==> src/rtl/vdp_sprite_select_if.sv <==
// VRAM read port between the sprite evaluation stage (master) and the VRAM arbiter (slave).
interface vdp_sprite_select_if #(
    parameter int VRAM_AW = 17
);
    logic               vram_valid;
    logic               vram_ready;
    logic [VRAM_AW-1:0] vram_address;
    logic               vram_rdata_en;
    logic [31:0]        vram_rdata;

    modport master (
        output vram_valid,
        output vram_address,
        input  vram_ready,
        input  vram_rdata_en,
        input  vram_rdata
    );

    modport slave (
        input  vram_valid,
        input  vram_address,
        output vram_ready,
        output vram_rdata_en,
        output vram_rdata
    );
endinterface

==> src/rtl/vdp_sprite_select.sv <==
// Per-line TMS9918 sprite evaluation: scans the attribute table and keeps up to 4 visible sprites.
// Define VDP_SPRITE_8PER_LINE_EN to raise the per-line limit to 8 (widens sel_count/rd_index).
module vdp_sprite_select #(
    parameter int MAX_PLANES = 32,
    parameter int VRAM_AW    = 17
) (
    input  logic                clk,
    input  logic                reset,
    input  logic                start,
    input  logic [7:0]          line_no,
    input  logic                reg_sprite_16,
    input  logic                reg_sprite_mag,
    input  logic [6:0]          reg_sat_base,
    vdp_sprite_select_if.master vram,
    output logic                busy,
    output logic                done,
`ifdef VDP_SPRITE_8PER_LINE_EN
    output logic [3:0]          sel_count,
    input  logic [2:0]          rd_index,
`else
    output logic [2:0]          sel_count,
    input  logic [1:0]          rd_index,
`endif
    output logic [4:0]          rd_plane,
    output logic [7:0]          rd_x,
    output logic [7:0]          rd_pattern,
    output logic [7:0]          rd_color,
    output logic [3:0]          rd_row,
    output logic                fifth_flag,
    output logic [4:0]          fifth_plane
);

`ifdef VDP_SPRITE_8PER_LINE_EN
    localparam int SLOTS = 8;
    localparam int CW    = 4;
    localparam int IW    = 3;
`else
    localparam int SLOTS = 4;
    localparam int CW    = 3;
    localparam int IW    = 2;
`endif

    localparam logic [CW-1:0] SEL_MAX    = CW'(SLOTS);
    localparam logic [4:0]    LAST_PLANE = 5'(MAX_PLANES - 1);

    typedef enum logic [2:0] {
        S_IDLE,
        S_REQ,
        S_WAIT,
        S_EVAL,
        S_FIN
    } state_t;

    state_t             r_state;
    logic               r_valid;
    logic [VRAM_AW-1:0] r_addr;
    logic               r_busy;
    logic               r_done;
    logic [CW-1:0]      r_count;
    logic               r_fifth;
    logic [4:0]         r_fifth_plane;
    logic [4:0]         r_plane;
    logic [7:0]         r_line;
    logic               r_s16;
    logic               r_mag;
    logic [6:0]         r_sat;
    logic [31:0]        r_data;

    logic [4:0]         r_ent_plane   [SLOTS];
    logic [7:0]         r_ent_x       [SLOTS];
    logic [7:0]         r_ent_pattern [SLOTS];
    logic [7:0]         r_ent_color   [SLOTS];
    logic [3:0]         r_ent_row     [SLOTS];

    logic [7:0]         w_y;
    logic [7:0]         w_x;
    logic [7:0]         w_pat;
    logic [7:0]         w_col;
    logic [7:0]         w_diff;
    logic [7:0]         w_size;
    logic               w_visible;
    logic               w_full;
    logic               w_last;
    logic [3:0]         w_row;
    logic [IW-1:0]      w_slot;

    assign w_y    = r_data[7:0];
    assign w_x    = r_data[15:8];
    assign w_pat  = r_data[23:16];
    assign w_col  = r_data[31:24];

    // Unsigned wrap of line-Y-1 makes Y=209..255 behave as sprites partly above the screen.
    assign w_diff = r_line - w_y - 8'd1;

    always_comb begin
        w_size = 8'd8;
        case ({r_s16, r_mag})
            2'b00:   w_size = 8'd8;
            2'b01:   w_size = 8'd16;
            2'b10:   w_size = 8'd16;
            default: w_size = 8'd32;
        endcase
    end

    assign w_visible = (w_diff < w_size);
    assign w_full    = (r_count == SEL_MAX);
    assign w_last    = (r_plane == LAST_PLANE);
    assign w_row     = r_mag ? w_diff[4:1] : w_diff[3:0];
    assign w_slot    = r_count[IW-1:0];

    always_ff @(posedge clk) begin
        if (reset) begin
            r_state       <= S_IDLE;
            r_valid       <= 1'b0;
            r_addr        <= '0;
            r_busy        <= 1'b0;
            r_done        <= 1'b0;
            r_count       <= '0;
            r_fifth       <= 1'b0;
            r_fifth_plane <= '0;
            r_plane       <= '0;
            r_line        <= '0;
            r_s16         <= 1'b0;
            r_mag         <= 1'b0;
            r_sat         <= '0;
            r_data        <= '0;
            for (int i = 0; i < SLOTS; i++) begin
                r_ent_plane[i]   <= '0;
                r_ent_x[i]       <= '0;
                r_ent_pattern[i] <= '0;
                r_ent_color[i]   <= '0;
                r_ent_row[i]     <= '0;
            end
        end else begin
            r_done <= 1'b0;
            case (r_state)
                S_IDLE: begin
                    if (start) begin
                        r_line   <= line_no;
                        r_s16    <= reg_sprite_16;
                        r_mag    <= reg_sprite_mag;
                        r_sat    <= reg_sat_base;
                        r_count  <= '0;
                        r_fifth  <= 1'b0;
                        r_plane  <= '0;
                        r_busy   <= 1'b1;
                        r_valid  <= 1'b1;
                        r_addr   <= VRAM_AW'({reg_sat_base, 5'd0});
                        r_state  <= S_REQ;
                    end
                end
                S_REQ: begin
                    if (vram.vram_ready) begin
                        r_valid <= 1'b0;
                        r_state <= S_WAIT;
                    end
                end
                S_WAIT: begin
                    if (vram.vram_rdata_en) begin
                        r_data  <= vram.vram_rdata;
                        r_state <= S_EVAL;
                    end
                end
                S_EVAL: begin
                    if (w_y == 8'd208) begin
                        r_fifth_plane <= r_plane;
                        r_busy        <= 1'b0;
                        r_done        <= 1'b1;
                        r_state       <= S_FIN;
                    end else if (w_visible && w_full) begin
                        r_fifth       <= 1'b1;
                        r_fifth_plane <= r_plane;
                        r_busy        <= 1'b0;
                        r_done        <= 1'b1;
                        r_state       <= S_FIN;
                    end else begin
                        if (w_visible) begin
                            r_ent_plane[w_slot]   <= r_plane;
                            r_ent_x[w_slot]       <= w_x;
                            r_ent_pattern[w_slot] <= r_s16 ? {w_pat[7:2], 2'b00} : w_pat;
                            r_ent_color[w_slot]   <= w_col;
                            r_ent_row[w_slot]     <= w_row;
                            r_count               <= r_count + CW'(1);
                        end
                        if (w_last) begin
                            r_fifth_plane <= r_plane;
                            r_busy        <= 1'b0;
                            r_done        <= 1'b1;
                            r_state       <= S_FIN;
                        end else begin
                            r_plane <= r_plane + 5'd1;
                            r_valid <= 1'b1;
                            r_addr  <= VRAM_AW'({r_sat, r_plane + 5'd1});
                            r_state <= S_REQ;
                        end
                    end
                end
                S_FIN: begin
                    r_state <= S_IDLE;
                end
                default: begin
                    r_state <= S_IDLE;
                end
            endcase
        end
    end

    assign vram.vram_valid   = r_valid;
    assign vram.vram_address = r_addr;
    assign busy              = r_busy;
    assign done              = r_done;
    assign sel_count         = r_count;
    assign fifth_flag        = r_fifth;
    assign fifth_plane       = r_fifth_plane;

    assign rd_plane   = r_ent_plane[rd_index];
    assign rd_x       = r_ent_x[rd_index];
    assign rd_pattern = r_ent_pattern[rd_index];
    assign rd_color   = r_ent_color[rd_index];
    assign rd_row     = r_ent_row[rd_index];

endmodule
==> src/flat_wrapper.sv <==
// flat-port wrapper written by rule: the top's interface ports become plain ports
module vdp_sprite_select_flat 
#(
    parameter int MAX_PLANES = 32,
    parameter int VRAM_AW    = 17
)
  (clk, reset, start, line_no, reg_sprite_16, reg_sprite_mag, reg_sat_base, busy, done, sel_count, rd_index, rd_plane, rd_x, rd_pattern, rd_color, rd_row, fifth_flag, fifth_plane, vram_vram_valid, vram_vram_address, vram_vram_ready, vram_vram_rdata_en, vram_vram_rdata);
  vdp_sprite_select_if #(.VRAM_AW(VRAM_AW)) vram_i ();
  input  logic clk;
  input  logic reset;
  input  logic start;
  input  logic [7:0] line_no;
  input  logic reg_sprite_16;
  input  logic reg_sprite_mag;
  input  logic [6:0] reg_sat_base;
  output logic busy;
  output logic done;
  output logic [2:0] sel_count;
  input  logic [1:0] rd_index;
  output logic [4:0] rd_plane;
  output logic [7:0] rd_x;
  output logic [7:0] rd_pattern;
  output logic [7:0] rd_color;
  output logic [3:0] rd_row;
  output logic fifth_flag;
  output logic [4:0] fifth_plane;
  output wire logic [$bits(vram_i.vram_valid)-1:0] vram_vram_valid;
  output wire logic [$bits(vram_i.vram_address)-1:0] vram_vram_address;
  input wire logic [$bits(vram_i.vram_ready)-1:0] vram_vram_ready;
  input wire logic [$bits(vram_i.vram_rdata_en)-1:0] vram_vram_rdata_en;
  input wire logic [$bits(vram_i.vram_rdata)-1:0] vram_vram_rdata;
  assign vram_vram_valid = vram_i.vram_valid;
  assign vram_vram_address = vram_i.vram_address;
  assign vram_i.vram_ready = vram_vram_ready;
  assign vram_i.vram_rdata_en = vram_vram_rdata_en;
  assign vram_i.vram_rdata = vram_vram_rdata;
  vdp_sprite_select #(.MAX_PLANES(MAX_PLANES), .VRAM_AW(VRAM_AW)) u_core (.clk(clk), .reset(reset), .start(start), .line_no(line_no), .reg_sprite_16(reg_sprite_16), .reg_sprite_mag(reg_sprite_mag), .reg_sat_base(reg_sat_base), .vram(vram_i), .busy(busy), .done(done), .sel_count(sel_count), .rd_index(rd_index), .rd_plane(rd_plane), .rd_x(rd_x), .rd_pattern(rd_pattern), .rd_color(rd_color), .rd_row(rd_row), .fifth_flag(fifth_flag), .fifth_plane(fifth_plane));
endmodule
==> config.mk <==
export PLATFORM = sky130hd
export DESIGN_NAME = vdp_sprite_select_flat
export DESIGN_NICKNAME = d
export VERILOG_FILES = /design/src/rtl/vdp_sprite_select_if.sv /design/src/rtl/vdp_sprite_select.sv /design/src/flat_wrapper.sv
export SDC_FILE = /design/constraint.sdc
export NUM_CORES = 1
export LEC_CHECK = 0
export CELL_PAD_IN_SITES_DETAIL_PLACEMENT = 0
export CELL_PAD_IN_SITES_GLOBAL_PLACEMENT = 1
export CORE_ASPECT_RATIO = 2
export CORE_MARGIN = 2
export CORE_UTILIZATION = 44
export CTS_CLUSTER_DIAMETER = 80
export DETAILED_ROUTE_END_ITERATION = 7
export PLACE_DENSITY = 0.81
export SLEW_MARGIN = 40
export SYNTH_ARGS = -nofsm -noshare
export SYNTH_HDL_FRONTEND = slang
export SYNTH_SLANG_ARGS = --single-unit
==> constraint.sdc <==
create_clock -name clk -period 7.56 [get_ports clk]
set_clock_uncertainty 0.15 [all_clocks]
set_input_delay 1.512 -clock clk [delete_from_list [all_inputs] [get_ports clk]]
set_output_delay 1.512 -clock clk [all_outputs]
set_load 0.1 [all_outputs]
==> impl_metrics.csv <==
group,metric,value,unit
outcome,outcome,"finished clean",
floorplan,overall_die_area,0.0217,mm²
pwr,total_leakage_power,3.75,nW
route,drc_errors,0,
yosys,synth_cells,803,
global_routing,grt_pass1_wl,33.3,mm
timing,finalCritPeriodShare,63.2,%
cells_and_area,fin_cells,1176,
worst_setup_path,setup.reg_to_reg.worst_slack,3.09,ns
cells_and_area,finish.utilization,52.5,%
floorplan,chipWidth,105,µm
pwr,comb_power_share,15.9,%
placement,place.detailed.instances,1142,
global_routing,grt_max_degree,70,
worst_setup_path,classification_of_the_worst_setup_path,"input port to output pin",
clock_tree,cts-root-to-sink-buffers,3,
timing,final.setup.tns,0,ns
cells_and_area,layout.cells.most_common,"sky130_fd_sc_hd__nand2_1",
clock_tree,clk-insertion-delay-late,0.49,ns
yosys,synth.ff_latch_count,208,
worst_setup_path,worst-path-max-fanout,33,
yosys,average_cell_area_after_synthesis,11.2,µm²
pwr,clock_power_share,34.4,%
timing,setup_viol,0,
floorplan,design.core.area,0.0203,mm²
min_path,holdPathStages,2,
route,viasPerCell,5.23,
clock_tree,number_of_sinks_driven_by_the_clock_tree,208,
clock_tree,cts.clk_slew.worst_paths,0.06,ns
clock_tree,cts_root_buf,"sky130_fd_sc_hd__clkbuf_16",
yosys,yosys_warnings,0,
floorplan,die_y,206,µm
clock_tree,post_cts_resized,0,
worst_setup_path,timing.critical_path.to_type,"output pin",
placement,dpl_cell_area,0.0101,mm²
route,routed_wire_length_per_instance,18.0,µm
yosys,synth-edff-count,132,
timing,holdWs,0.305,ns
worst_setup_path,cp-start-kind,"input port",
timing,drv_slew,0,
min_path,hold_path.class,"flop to flop",
route,routed_wl,21.2,mm
worst_setup_path,r2r_cells,17,
cells_and_area,diodes,0,
global_routing,track_usage,19.8,%
timing,final-hold-violation-count,0,
pwr,switching_fraction_of_total_power,28.1,%
route,detailedRoute.firstIterationViolations,253,
placement,global_placer_s_final_weighted_congestion,0.752,
floorplan,io_pins,118,
clock_tree,cts_tree,"yes",
cells_and_area,final_net_count,969,
timing,finalWorstSetupSlack,2.78,ns
clock_tree,ctsHoldBuffers,0,
pwr,p_int,1.83,mW
timing,worst_slew_margin_rel,46.3,%
yosys,async_reset_ff_share,0,%
worst_setup_path,crit_path_max_incr_delay,0.45,ns
global_routing,grt_pass1_vias,6226,
min_path,min-delay-start,"u_core.r_sat[1]$_SDFFE_PP0P_",
route,via_count,6149,
cells_and_area,mostFrequentLayoutCells,"sky130_fd_sc_hd__nand2_1 (150), sky130_fd_sc_hd__nor2_1 (146), sky130_fd_sc_hd__edfxtp_1 (132)",
yosys,mappedNetlistArea,0.00900,mm²
cells_and_area,drive_gt1_share,16.0,%
min_path,holdPathEnd,"u_core.r_sat[1]$_SDFFE_PP0P_",
global_routing,grt_overflow_total,0,
clock_tree,cts_htree_levels,1,
job,maxCapViolCount,0,
pwr,power_density,239,mW/mm²
pwr,net-switching-power,0.715,mW
pwr,pwr-share-seq,49.7,%
clock_tree,cts.repair_timing.setup_buffer_count,0,
timing,period_needed,4.78,ns
pwr,power.total,2.54,mW
timing,worst_slew_pin_slew,0.803,ns
worst_setup_path,crit-reg2reg-launch,"u_core.r_data[0]$_SDFFE_PP0P_",
placement,placement.setup.worst_slack,2.75,ns
worst_setup_path,required_time_of_the_critical_path,5.90,ns
clock_tree,cts_inserted_buffers,19,
yosys,synth-main-ff-cell,"sky130_fd_sc_hd__edfxtp_1",
yosys,synth-seq-area-share,61.0,%
cells_and_area,layout-area-overhead-vs-synth,18.3,%
timing,rsz0062_at_grt,"no",
pwr,worst_ir_drop_vdd,0.145,mV
placement,dp.final_hpwl,13.5,mm
floorplan,placement_rows,74,
timing,fmax,0.209,GHz
worst_setup_path,worst_r2r_endpoint,"u_core.r_ent_color[2][0]$_SDFFCE_PN0P_",
floorplan,initial_util,44.4,%
yosys,synth.lib_cells_used.distinct,52,
cells_and_area,final_design_instance_area_without_fill,0.0106,mm²
worst_setup_path,worst-endpoint-arrival,3.11,ns
worst_setup_path,crit_path_cell_trace,"clkdlybuf4s50_1 -> buf_4 -> mux4_2 -> buf_2",
placement,placement.io_buffers,112,
route,antenna_violating_nets_post_route,0,
global_routing,antenna_found_initial,0,
route,drt_pass1_iterations,4,
worst_setup_path,critPathSlowestCell,"sky130_fd_sc_hd__clkdlybuf4s50_1",
[layout make-up]
cell class                 instances  area [µm²]
sequential                       208        5490
fill                            1847        9640
tap                              266         333
multi-input combinational        523        3240
inverter                          18        67.6
clock buffer                      26         502
clock inverter                     8        46.3
timing repair buffer             127         971
[synth_stat cells (all sizes together) (6+ instances only)]
master / n / share of area [%]
mux4: 33 / 8.3
or3: 6 / 0.42
ha: 15 / 2.1
dfxtp: 76 / 17
nand2: 151 / 6.3
a211oi: 8 / 0.67
mux2: 8 / 1.0
clkbuf: 37 / 1.5
inv: 17 / 0.71
a21oi: 57 / 3.2
o21ai: 10 / 0.56
buf: 21 / 1.3
mux2i: 8 / 0.89
nand3: 7 / 0.39
edfxtp: 132 / 44
nor3: 19 / 1.1
nor2: 147 / 6.1
[worst max path at each step]
stage / from / to / cells past startpoint
2_1_floorplan: u_core.r_data[0]$_SDFFE_PP0P_ / u_core.r_ent_color[3][0]$_DFFE_PP_ / 15
6_report: rd_index[1] / rd_row[3] / 4
3_3_place_gp: rd_index[0] / rd_x[4] / 3
3_5_place_dp: rd_index[1] / rd_row[3] / 4
4_1_cts: rd_index[1] / rd_row[3] / 4
5_1_grt: rd_index[1] / rd_row[3] / 4
[kinds of logic after synthesis]
logic type | after synthesis | share of synthesized area (%)
AOI/OAI and AO/OA | 98 | 6.48
xor gates and xnor gates | 6 | 0.584
adders and majority gates | 16 | 2.31
buffers and inverters | 76 | 3.57
DFF | 208 | 61.0
muxes | 49 | 10.2
other | 1 | 0.0417
and+or+nand+nor | 349 | 15.9
[flip-flops by register name, indices dropped and copies added (netlist names), 4 cells and up]
signal                    flops
u_core.fifth_plane            5
u_core.r_ent_plane           20
u_core.r_plane                4
u_core.r_ent_row             16
u_core.r_ent_x               32
u_core.r_sat                  7
u_core.vram.vram_address      8
u_core.r_line                 8
u_core.r_ent_pattern         32
u_core.r_ent_color           32
u_core.r_data                32
[critical path, delay by kind of cell]
family                 cells  cell delay (ns)
multiplexers               1             0.30
buffers and inverters      3             1.29
[metal layers]
layer | up-vias | wire length [µm] | GRT usage, %
met5 | - | 0 | 0
met4 | 0 | 689 | 7.33
met3 | 45 | 967 | 1.99
met2 | 161 | 11600 | 38.2
met1 | 2944 | 7930 | 22.2
li1 | 2999 | - | -
[power by group through the flow]
| stage | Clock [mW] | Combinational (mW) | Sequential, mW |
|---|---|---|---|
| 5_1_grt | 0.934 | 0.432 | 1.27 |
| 4_1_cts | 0.892 | 0.409 | 1.26 |
| 6_report | 0.876 | 0.404 | 1.26 |
| 3_3_place_gp | 0 | 0.417 | 1.29 |
| 3_5_place_dp | 0 | 0.407 | 1.29 |
| 2_1_floorplan | 0 | 0.271 | 1.33 |
Note: power is estimated with default switching activity, not from simulation.
